===== config.mk =====
export PLATFORM = sky130hd
export DESIGN_NAME = compound_assign_engine
export DESIGN_NICKNAME = d
export VERILOG_FILES = /design/src/rtl/compound_assign_engine.sv
export SDC_FILE = /design/constraint.sdc
export NUM_CORES = 2
export LEC_CHECK = 0
export BUFFER_PORTS_ARGS = -buffer_cell sky130_fd_sc_hd__buf_4
export CORE_UTILIZATION = 64
export CTS_CLUSTER_DIAMETER = 40
export CTS_CLUSTER_SIZE = 8
export DETAILED_ROUTE_END_ITERATION = 16
export GPL_TIMING_DRIVEN = 0
export PLACE_DENSITY = 0.84
export SKIP_LAST_GASP = 1
export SLEW_MARGIN = 25
export SYNTH_ARGS = -nofsm -noshare
export SYNTH_HDL_FRONTEND = slang
export SYNTH_SLANG_ARGS = --single-unit

===== constraint.sdc =====
create_clock -name clk -period 9.9 [get_ports clk]
set_clock_uncertainty 0.1 [all_clocks]
set_input_delay 1.485 -clock clk [delete_from_list [all_inputs] [get_ports clk]]
set_output_delay 1.485 -clock clk [all_outputs]
set_load 0.005 [all_outputs]

===== src/rtl/compound_assign_engine.sv =====
// compound_assign_engine: clocked assignment-expression engine applying `=`, compound
// assignments and pre/post inc/dec to a small register file, with valid/ready channels.
module compound_assign_engine #(
  parameter  int WIDTH = 32,
  parameter  int NREGS = 4,
  localparam int SELW  = $clog2(NREGS)
) (
  input  logic             clk,
  input  logic             rst_n,
  input  logic             cmd_valid,
  output logic             cmd_ready,
  input  logic [3:0]       cmd_op,
  input  logic [SELW-1:0]  cmd_sel,
  input  logic [WIDTH-1:0] cmd_operand,
  output logic             rsp_valid,
  input  logic             rsp_ready,
  output logic [SELW-1:0]  rsp_sel,
  output logic [WIDTH-1:0] rsp_val,
  output logic [WIDTH-1:0] rsp_new,
  output logic             rsp_err,
  output logic [15:0]      ops_done
);

  localparam logic [3:0] OP_MOV     = 4'd0;
  localparam logic [3:0] OP_ADD     = 4'd1;
  localparam logic [3:0] OP_SUB     = 4'd2;
  localparam logic [3:0] OP_MUL     = 4'd3;
  localparam logic [3:0] OP_SHL     = 4'd4;
  localparam logic [3:0] OP_SHR     = 4'd5;
  localparam logic [3:0] OP_ASR     = 4'd6;
  localparam logic [3:0] OP_AND     = 4'd7;
  localparam logic [3:0] OP_OR      = 4'd8;
  localparam logic [3:0] OP_XOR     = 4'd9;
  localparam logic [3:0] OP_PREINC  = 4'd10;
  localparam logic [3:0] OP_POSTINC = 4'd11;
  localparam logic [3:0] OP_PREDEC  = 4'd12;
  localparam logic [3:0] OP_POSTDEC = 4'd13;
  localparam logic [3:0] OP_READ    = 4'd14;
  localparam logic [3:0] OP_ILL     = 4'd15;

  localparam logic [WIDTH-1:0] ONE_V   = {{(WIDTH-1){1'b0}}, 1'b1};
  localparam logic [WIDTH-1:0] WIDTH_V = WIDTH'(WIDTH);

  typedef enum logic [1:0] {
    S_IDLE = 2'd0,
    S_EXEC = 2'd1,
    S_RESP = 2'd2
  } state_t;

  state_t           r_state;
  state_t           w_next_state;

  logic             r_cmd_ready;
  logic             r_rsp_valid;
  logic [3:0]       r_op;
  logic [SELW-1:0]  r_sel;
  logic [WIDTH-1:0] r_operand;
  logic [WIDTH-1:0] r_regs [NREGS];

  logic [SELW-1:0]  r_rsp_sel;
  logic [WIDTH-1:0] r_rsp_val;
  logic [WIDTH-1:0] r_rsp_new;
  logic             r_rsp_err;
  logic [15:0]      r_ops_done;

  logic             w_accept;
  logic             w_fire;
  logic             w_exec;

  logic [WIDTH-1:0] w_old;
  logic [WIDTH-1:0] w_new;
  logic [WIDTH-1:0] w_val;
  logic             w_we;
  logic             w_err;
  logic             w_shbig;

  always_ff @(posedge clk) begin
    if (!rst_n) begin
      r_state <= S_IDLE;
    end else begin
      r_state <= w_next_state;
    end
  end

  always_comb begin
    w_next_state = r_state;
    case (r_state)
      S_IDLE: begin
        if (w_accept) begin
          w_next_state = S_EXEC;
        end else begin
          w_next_state = S_IDLE;
        end
      end
      S_EXEC: w_next_state = S_RESP;
      S_RESP: begin
        if (w_fire) begin
          w_next_state = S_IDLE;
        end else begin
          w_next_state = S_RESP;
        end
      end
      default: w_next_state = S_IDLE;
    endcase
  end

  always_comb begin
    w_accept = 1'b0;
    w_fire   = 1'b0;
    w_exec   = 1'b0;
    case (r_state)
      S_IDLE:  w_accept = cmd_valid && r_cmd_ready;
      S_EXEC:  w_exec   = 1'b1;
      S_RESP:  w_fire   = r_rsp_valid && rsp_ready;
      default: w_exec   = 1'b0;
    endcase
  end

  // Handshake flags are registered from the next state so they line up with it.
  always_ff @(posedge clk) begin
    if (!rst_n) begin
      r_cmd_ready <= 1'b0;
      r_rsp_valid <= 1'b0;
    end else begin
      r_cmd_ready <= (w_next_state == S_IDLE);
      r_rsp_valid <= (w_next_state == S_RESP);
    end
  end

  always_ff @(posedge clk) begin
    if (!rst_n) begin
      r_op      <= 4'd0;
      r_sel     <= '0;
      r_operand <= '0;
    end else if (w_accept) begin
      r_op      <= cmd_op;
      r_sel     <= cmd_sel;
      r_operand <= cmd_operand;
    end else begin
      r_op      <= r_op;
      r_sel     <= r_sel;
      r_operand <= r_operand;
    end
  end

  // Shift amount is the operand taken as unsigned; oversize amounts are clamped explicitly.
  always_comb begin
    w_old   = r_regs[r_sel];
    w_shbig = (r_operand >= WIDTH_V);
    w_new   = w_old;
    w_we    = 1'b1;
    w_err   = 1'b0;
    case (r_op)
      OP_MOV:     w_new = r_operand;
      OP_ADD:     w_new = w_old + r_operand;
      OP_SUB:     w_new = w_old - r_operand;
      OP_MUL:     w_new = w_old * r_operand;
      OP_SHL: begin
        if (w_shbig) begin
          w_new = '0;
        end else begin
          w_new = w_old << r_operand;
        end
      end
      OP_SHR: begin
        if (w_shbig) begin
          w_new = '0;
        end else begin
          w_new = w_old >> r_operand;
        end
      end
      OP_ASR: begin
        if (w_shbig) begin
          w_new = {WIDTH{w_old[WIDTH-1]}};
        end else begin
          w_new = $unsigned($signed(w_old) >>> r_operand);
        end
      end
      OP_AND:     w_new = w_old & r_operand;
      OP_OR:      w_new = w_old | r_operand;
      OP_XOR:     w_new = w_old ^ r_operand;
      OP_PREINC:  w_new = w_old + ONE_V;
      OP_POSTINC: w_new = w_old + ONE_V;
      OP_PREDEC:  w_new = w_old - ONE_V;
      OP_POSTDEC: w_new = w_old - ONE_V;
      OP_READ:    w_we  = 1'b0;
      OP_ILL: begin
        w_we  = 1'b0;
        w_err = 1'b1;
      end
      default: begin
        w_we  = 1'b0;
        w_err = 1'b1;
      end
    endcase
    if ((r_op == OP_POSTINC) || (r_op == OP_POSTDEC)) begin
      w_val = w_old;
    end else begin
      w_val = w_new;
    end
  end

  always_ff @(posedge clk) begin
    if (!rst_n) begin
      for (int i = 0; i < NREGS; i++) begin
        r_regs[i] <= '0;
      end
    end else if (w_exec && w_we) begin
      r_regs[r_sel] <= w_new;
    end else begin
      r_regs <= r_regs;
    end
  end

  // Response fields load once per command and hold until the next EXEC.
  always_ff @(posedge clk) begin
    if (!rst_n) begin
      r_rsp_sel <= '0;
      r_rsp_val <= '0;
      r_rsp_new <= '0;
      r_rsp_err <= 1'b0;
    end else if (w_exec) begin
      r_rsp_sel <= r_sel;
      r_rsp_val <= w_val;
      r_rsp_new <= w_new;
      r_rsp_err <= w_err;
    end else begin
      r_rsp_sel <= r_rsp_sel;
      r_rsp_val <= r_rsp_val;
      r_rsp_new <= r_rsp_new;
      r_rsp_err <= r_rsp_err;
    end
  end

  always_ff @(posedge clk) begin
    if (!rst_n) begin
      r_ops_done <= 16'd0;
    end else if (w_fire) begin
      r_ops_done <= r_ops_done + 16'd1;
    end else begin
      r_ops_done <= r_ops_done;
    end
  end

  assign cmd_ready = r_cmd_ready;
  assign rsp_valid = r_rsp_valid;
  assign rsp_sel   = r_rsp_sel;
  assign rsp_val   = r_rsp_val;
  assign rsp_new   = r_rsp_new;
  assign rsp_err   = r_rsp_err;
  assign ops_done  = r_ops_done;

endmodule


==> impl_metrics.csv, run 1 <==
group,metric,value,unit
grt,grt_max_degree,21,
grt,grt_pass1_wl,291000,um
placement,hpwl,139000,um
die,ios,127,
grt,grt_overflow_total,52,
synth,synth.area.top_cells,"fa_1 24%, dfxtp_1 15%, ha_1 8.0%",
synth,synth_area,34200,um2
die,die_h,233,um
grt,grt_pass1_vias,41100,
placement,placedCellCount,5033,
synth,ys_seq_area_share,14.8,%
cts,htreeDepth,2,
die,initial_core_util,64.9,%
cts,clockBufferDepth,3,
die,rows,84,
synth,ys_types,91,
synth,synth_common_cells,"572 x nor2_1, 565 x nand2_1, 430 x inv_1, 409 x fa_1, 276 x a21oi_1",
synth,synth-main-ff-cell,"dfxtp_1",
synth,syn-num-nets,4890,
cts,clock_sinks,253,
synth,synth-edff-count,0,
placement,gp_congestion,1.25,
synth,yosysMostFrequentCell,"nor2_1",
synth,synth_top_area_share,23.9,%
outcome,outcome,"stopped before the end",
synth,synth-async-reset-ratio,0,%
cts,numCtsBuffers,42,
placement,numPortBuffers,126,
synth,synth_cells,4219,
synth,synth_area_per_cell,8.12,um2
cts,root_buffer,"clkbuf_16",
die,dieWidth,233,um
outcome,error_line,"[ERROR GRT-0116] Global routing finished with congestion. Check the congestion regions in the DRC Viewer.",
grt,grt_usage,74.6,%
synth,yosys.area.top_type,"fa_1",
synth,synth_warnings,0,
outcome,haltStage,"5_1_grt",
synth,synth-seq-cells,253,
[cell families after synthesis]
| kind of cell | synth area share [%] |
|---|---|
| simple gates | 16.6 |
| mux | 7.31 |
| fa+ha+maj | 31.9 |
| flops | 14.8 |
| compound gates | 17.1 |
| buf+inv | 9.06 |
| xor+xnor | 3.19 |
[metal layers]
| layer | global-route usage (%) | GRT overflow |
|---|---|---|
| met4 | 71.2 | 24 |
| met3 | 59.6 | 1 |
| met2 | 91.1 | 25 |
| met5 | 30.4 | 0 |
| met1 | 75.4 | 2 |
[metrics by stage]
step / setup WS [ps] / hold slack [ps] / TNS (ps) / instance area [um2]
after floorplan: 1510 / 333 / 0 / 34200
after global placement: -1060 / 329 / -62690 / 36100
after detailed placement: -1060 / 335 / -62240 / 36100
after CTS: 0.210 / 349 / 0 / 37400
[what timing repair did]
item | CTS
gates resized for setup | 26
setup buffers | 0
hold buffers | 0
setup endpoints to repair | 109
==> run 2: changes to the inputs <==
- CORE_UTILIZATION: 64 -> 40
- CTS_CLUSTER_DIAMETER: 40 -> not set
- CTS_CLUSTER_SIZE: 8 -> not set
- PLACE_DENSITY: 0.84 -> not set
- PLACE_DENSITY_LB_ADDON: not set -> 0.15
==> run 2 against run 1 <==
Compared with the run above:
- the flow now finishes, with violations (setup timing)
- synthesized cell count is the same
- area after synthesis unchanged
==> impl_metrics.csv, run 2 <==
group,metric,value,unit
timing,period_needed,9910,ps
cts,insertion_delay,630,ps
critical_path,regToRegEndpoint,"rsp_val[28]",
die,initial_core_util,40.7,%
synth,synth-async-reset-ratio,0,%
timing,fmax,101,MHz
critical_path,rrSetupSlack,-10,ps
critical_path,endpoint_kind,"register",
timing,worst_hold_slack,347,ps
critical_path,rr_worst_depth,26,
critical_path,critPathArrivalTime,10310,ps
placement,numPortBuffers,126,
worst_hold_path,min_delay_path_depth,2,
critical_path,crit_top_cell,"fa_1",
placement,placedCellCount,5489,
synth,synth_cells,4219,
power,powerDensity,93.3,nW/um2
critical_path,required,10300,ps
placement,gp_congestion,1.12,
cts,clock_sinks,253,
job,maxCapViolations,0,
cells_and_area,fin_nets,5049,
timing,slew_viol_final,0,
synth,synth.area.top_cells,"fa_1 24%, dfxtp_1 15%, ha_1 8.0%",
timing,setup_viol,2,
placement,hpwl,157000,um
die,dieWidth,295,um
cts,htreeDepth,1,
cells_and_area,syn_to_final_growth,11.5,%
cells_and_area,largest_reg_flops,128,
detailed_routing,vias,35200,
die,die_h,295,um
cts,path_clk_slew,60,ps
critical_path,cp_max_fo,10,
grt,grt_use_met3,12.6,%
critical_path,critPathBufInv,6,
critical_path,reg2reg_from,"r_operand[13]",
detailed_routing,first_pass_iters,6,
grt,grt_pass1_vias,34500,
detailed_routing,ant_nets,0,
cells_and_area,seq_area,5070,um2
detailed_routing,drt-initial-drc-count,3742,
grt,use_met2,70.5,%
synth,syn-num-nets,4890,
cts,root_buffer,"clkbuf_16",
timing,setup_slack,-14.3,ps
timing,timing.final.crit_share,100,%
detailed_routing,viasPerCell,6.36,
detailed_routing,wl_per_cell,36.1,um
cells_and_area,fillCellCount,8637,
detailed_routing,drcViolationCount,0,
die,dieArea,86800,um2
grt,grt_antenna_before_repair,12,
die,core,84200,um2
die,ios,127,
timing,rsz0062_at_grt,"true",
grt,grt_pass1_wl,274000,um
timing,final.setup.tns,-16.0,ps
cells_and_area,final_common_cell,"nor2_1",
synth,yosys.area.top_type,"fa_1",
cts,cts_tree,"done",
critical_path,cp_slowest_stage_delay,660,ps
cts,clockBufferDepth,3,
synth,ys_seq_area_share,14.8,%
worst_hold_path,worstHoldStart,"rsp_val[9]",
outcome,violations,"setup timing",
cells_and_area,fin_util,45.3,%
synth,synth_area_per_cell,8.12,um2
cts,numCtsBuffers,28,
critical_path,crit_family,"adder cells",
cells_and_area,drive_gt1_share,10.8,%
cells_and_area,final_cell_mix,"571 x nor2_1, 565 x nand2_1, 426 x inv_1, 409 x fa_1, 271 x a21oi_1",
critical_path,startpoint,"r_operand[13]",
critical_path,crit_path_start_kind,"register",
timing,slew-limit-headroom,13.8,%
grt,grt_use_met1,53.7,%
synth,synth_warnings,0,
cells_and_area,instances_no_fill,5543,
synth,ys_types,91,
critical_path,critPathKind,"register to register",
timing,report.final.hold_viol_count,0,
synth,synth_common_cells,"572 x nor2_1, 565 x nand2_1, 430 x inv_1, 409 x fa_1, 276 x a21oi_1",
worst_hold_path,hold_end,"rsp_val[9]",
cells_and_area,multiInputGateArea,26400,um2
critical_path,worst_path_max_delay_cell,"clkbuf_1",
power,p_leak,16.0,nW
timing,worst_pin_slew,1290,ps
synth,yosysMostFrequentCell,"nor2_1",
synth,synth_area,34200,um2
detailed_routing,wl,200000,um
grt,grt_overflow_total,0,
outcome,outcome,"finished, violations left",
synth,synth_top_area_share,23.9,%
cells_and_area,top_register,"r_regs",
die,rows,106,
grt,busiest_layer,"met2",
grt,grt_max_degree,20,
synth,synth-seq-cells,253,
synth,synth-main-ff-cell,"dfxtp_1",
synth,synth-edff-count,0,
grt,grt_usage,46.0,%
power,ir_drop,0.157,mV
worst_hold_path,holdCritPathClass,"register to register",
-- run 2: layout make-up --
class	count	area share [%]
clock inverters	13	0.354
well taps	1134	3.72
multi-input cells	3202	69.0
inverters	458	4.59
diodes	9	0.0590
flip-flops and latches	253	13.3
clock buffers	39	2.07
plain buffers	296	3.86
repair buffers	139	3.06
-- run 2: through the flow --
stage	power (mW)	setup WS (ps)	area (um2)
floorplan	1.78	1510	34200
global placement	2.40	-2000	36600
detailed placement	2.40	-1770	36900
CTS	3.49	4.04	38000
global route	3.62	-51.0	38200
finish	3.56	-14.3	38200
-- run 2: power by group --
| group | internal (mW) | switching [mW] | leakage, nW |
|---|---|---|---|
| logic | 0.361 | 1.04 | 13.5 |
| clock network | 0.591 | 0.502 | 0.451 |
| registers | 1.04 | 0.0281 | 2.04 |
| total | 1.99 | 1.57 | 16.0 |
-- run 2: how the worst max path moves through the flow --
stage             endpoint  slack [ps]  cells after the start
2_1_floorplan  rsp_val[28]        1510                     31
3_3_place_gp   rsp_val[28]       -2000                     30
3_5_place_dp   rsp_val[28]       -1770                     28
4_1_cts        rsp_val[28]           4                     28
5_1_grt        rsp_val[28]         -50                     30
6_report       rsp_val[28]         -10                     26
-- run 2: logic make-up after synthesis --
logic type / Yosys count / share of synthesized area (%)
AO/OA/AOI/OAI: 924 / 17.1
XOR/XNOR: 123 / 3.19
adder cells (fa/ha/maj): 629 / 31.9
buffers and inverters: 765 / 9.06
flip-flops: 253 / 14.8
multiplexers: 146 / 7.31
AND/OR/NAND/NOR: 1379 / 16.6
-- run 2: worst register-to-register path: cells and delay by family (launching register included) --
family	cells	cell delay, ps
AND/OR/NAND/NOR	6	1330
XOR/XNOR	1	240
flip-flops	1	640
adder cells (fa/ha/maj)	9	4330
buffers and inverters	6	1750
AO/OA/AOI/OAI	4	1420
-- run 2: routing by layer --
metal	vias to the layer above	share of wire [%]
li1	14500	-
met4	8	9.9
met1	17700	36
met2	2344	43
met5	-	0.028
met3	777	10
-- run 2: timing repair --
action	in CTS	in global routing
resized for setup	64	39
setup buffers	1	2
cloned	1	0
hold buffers	0	0
hold endpoints to repair	0	0
pin swaps	0	3
setup endpoints to repair	114	71
Note: power is estimated with default switching activity, not from simulation.
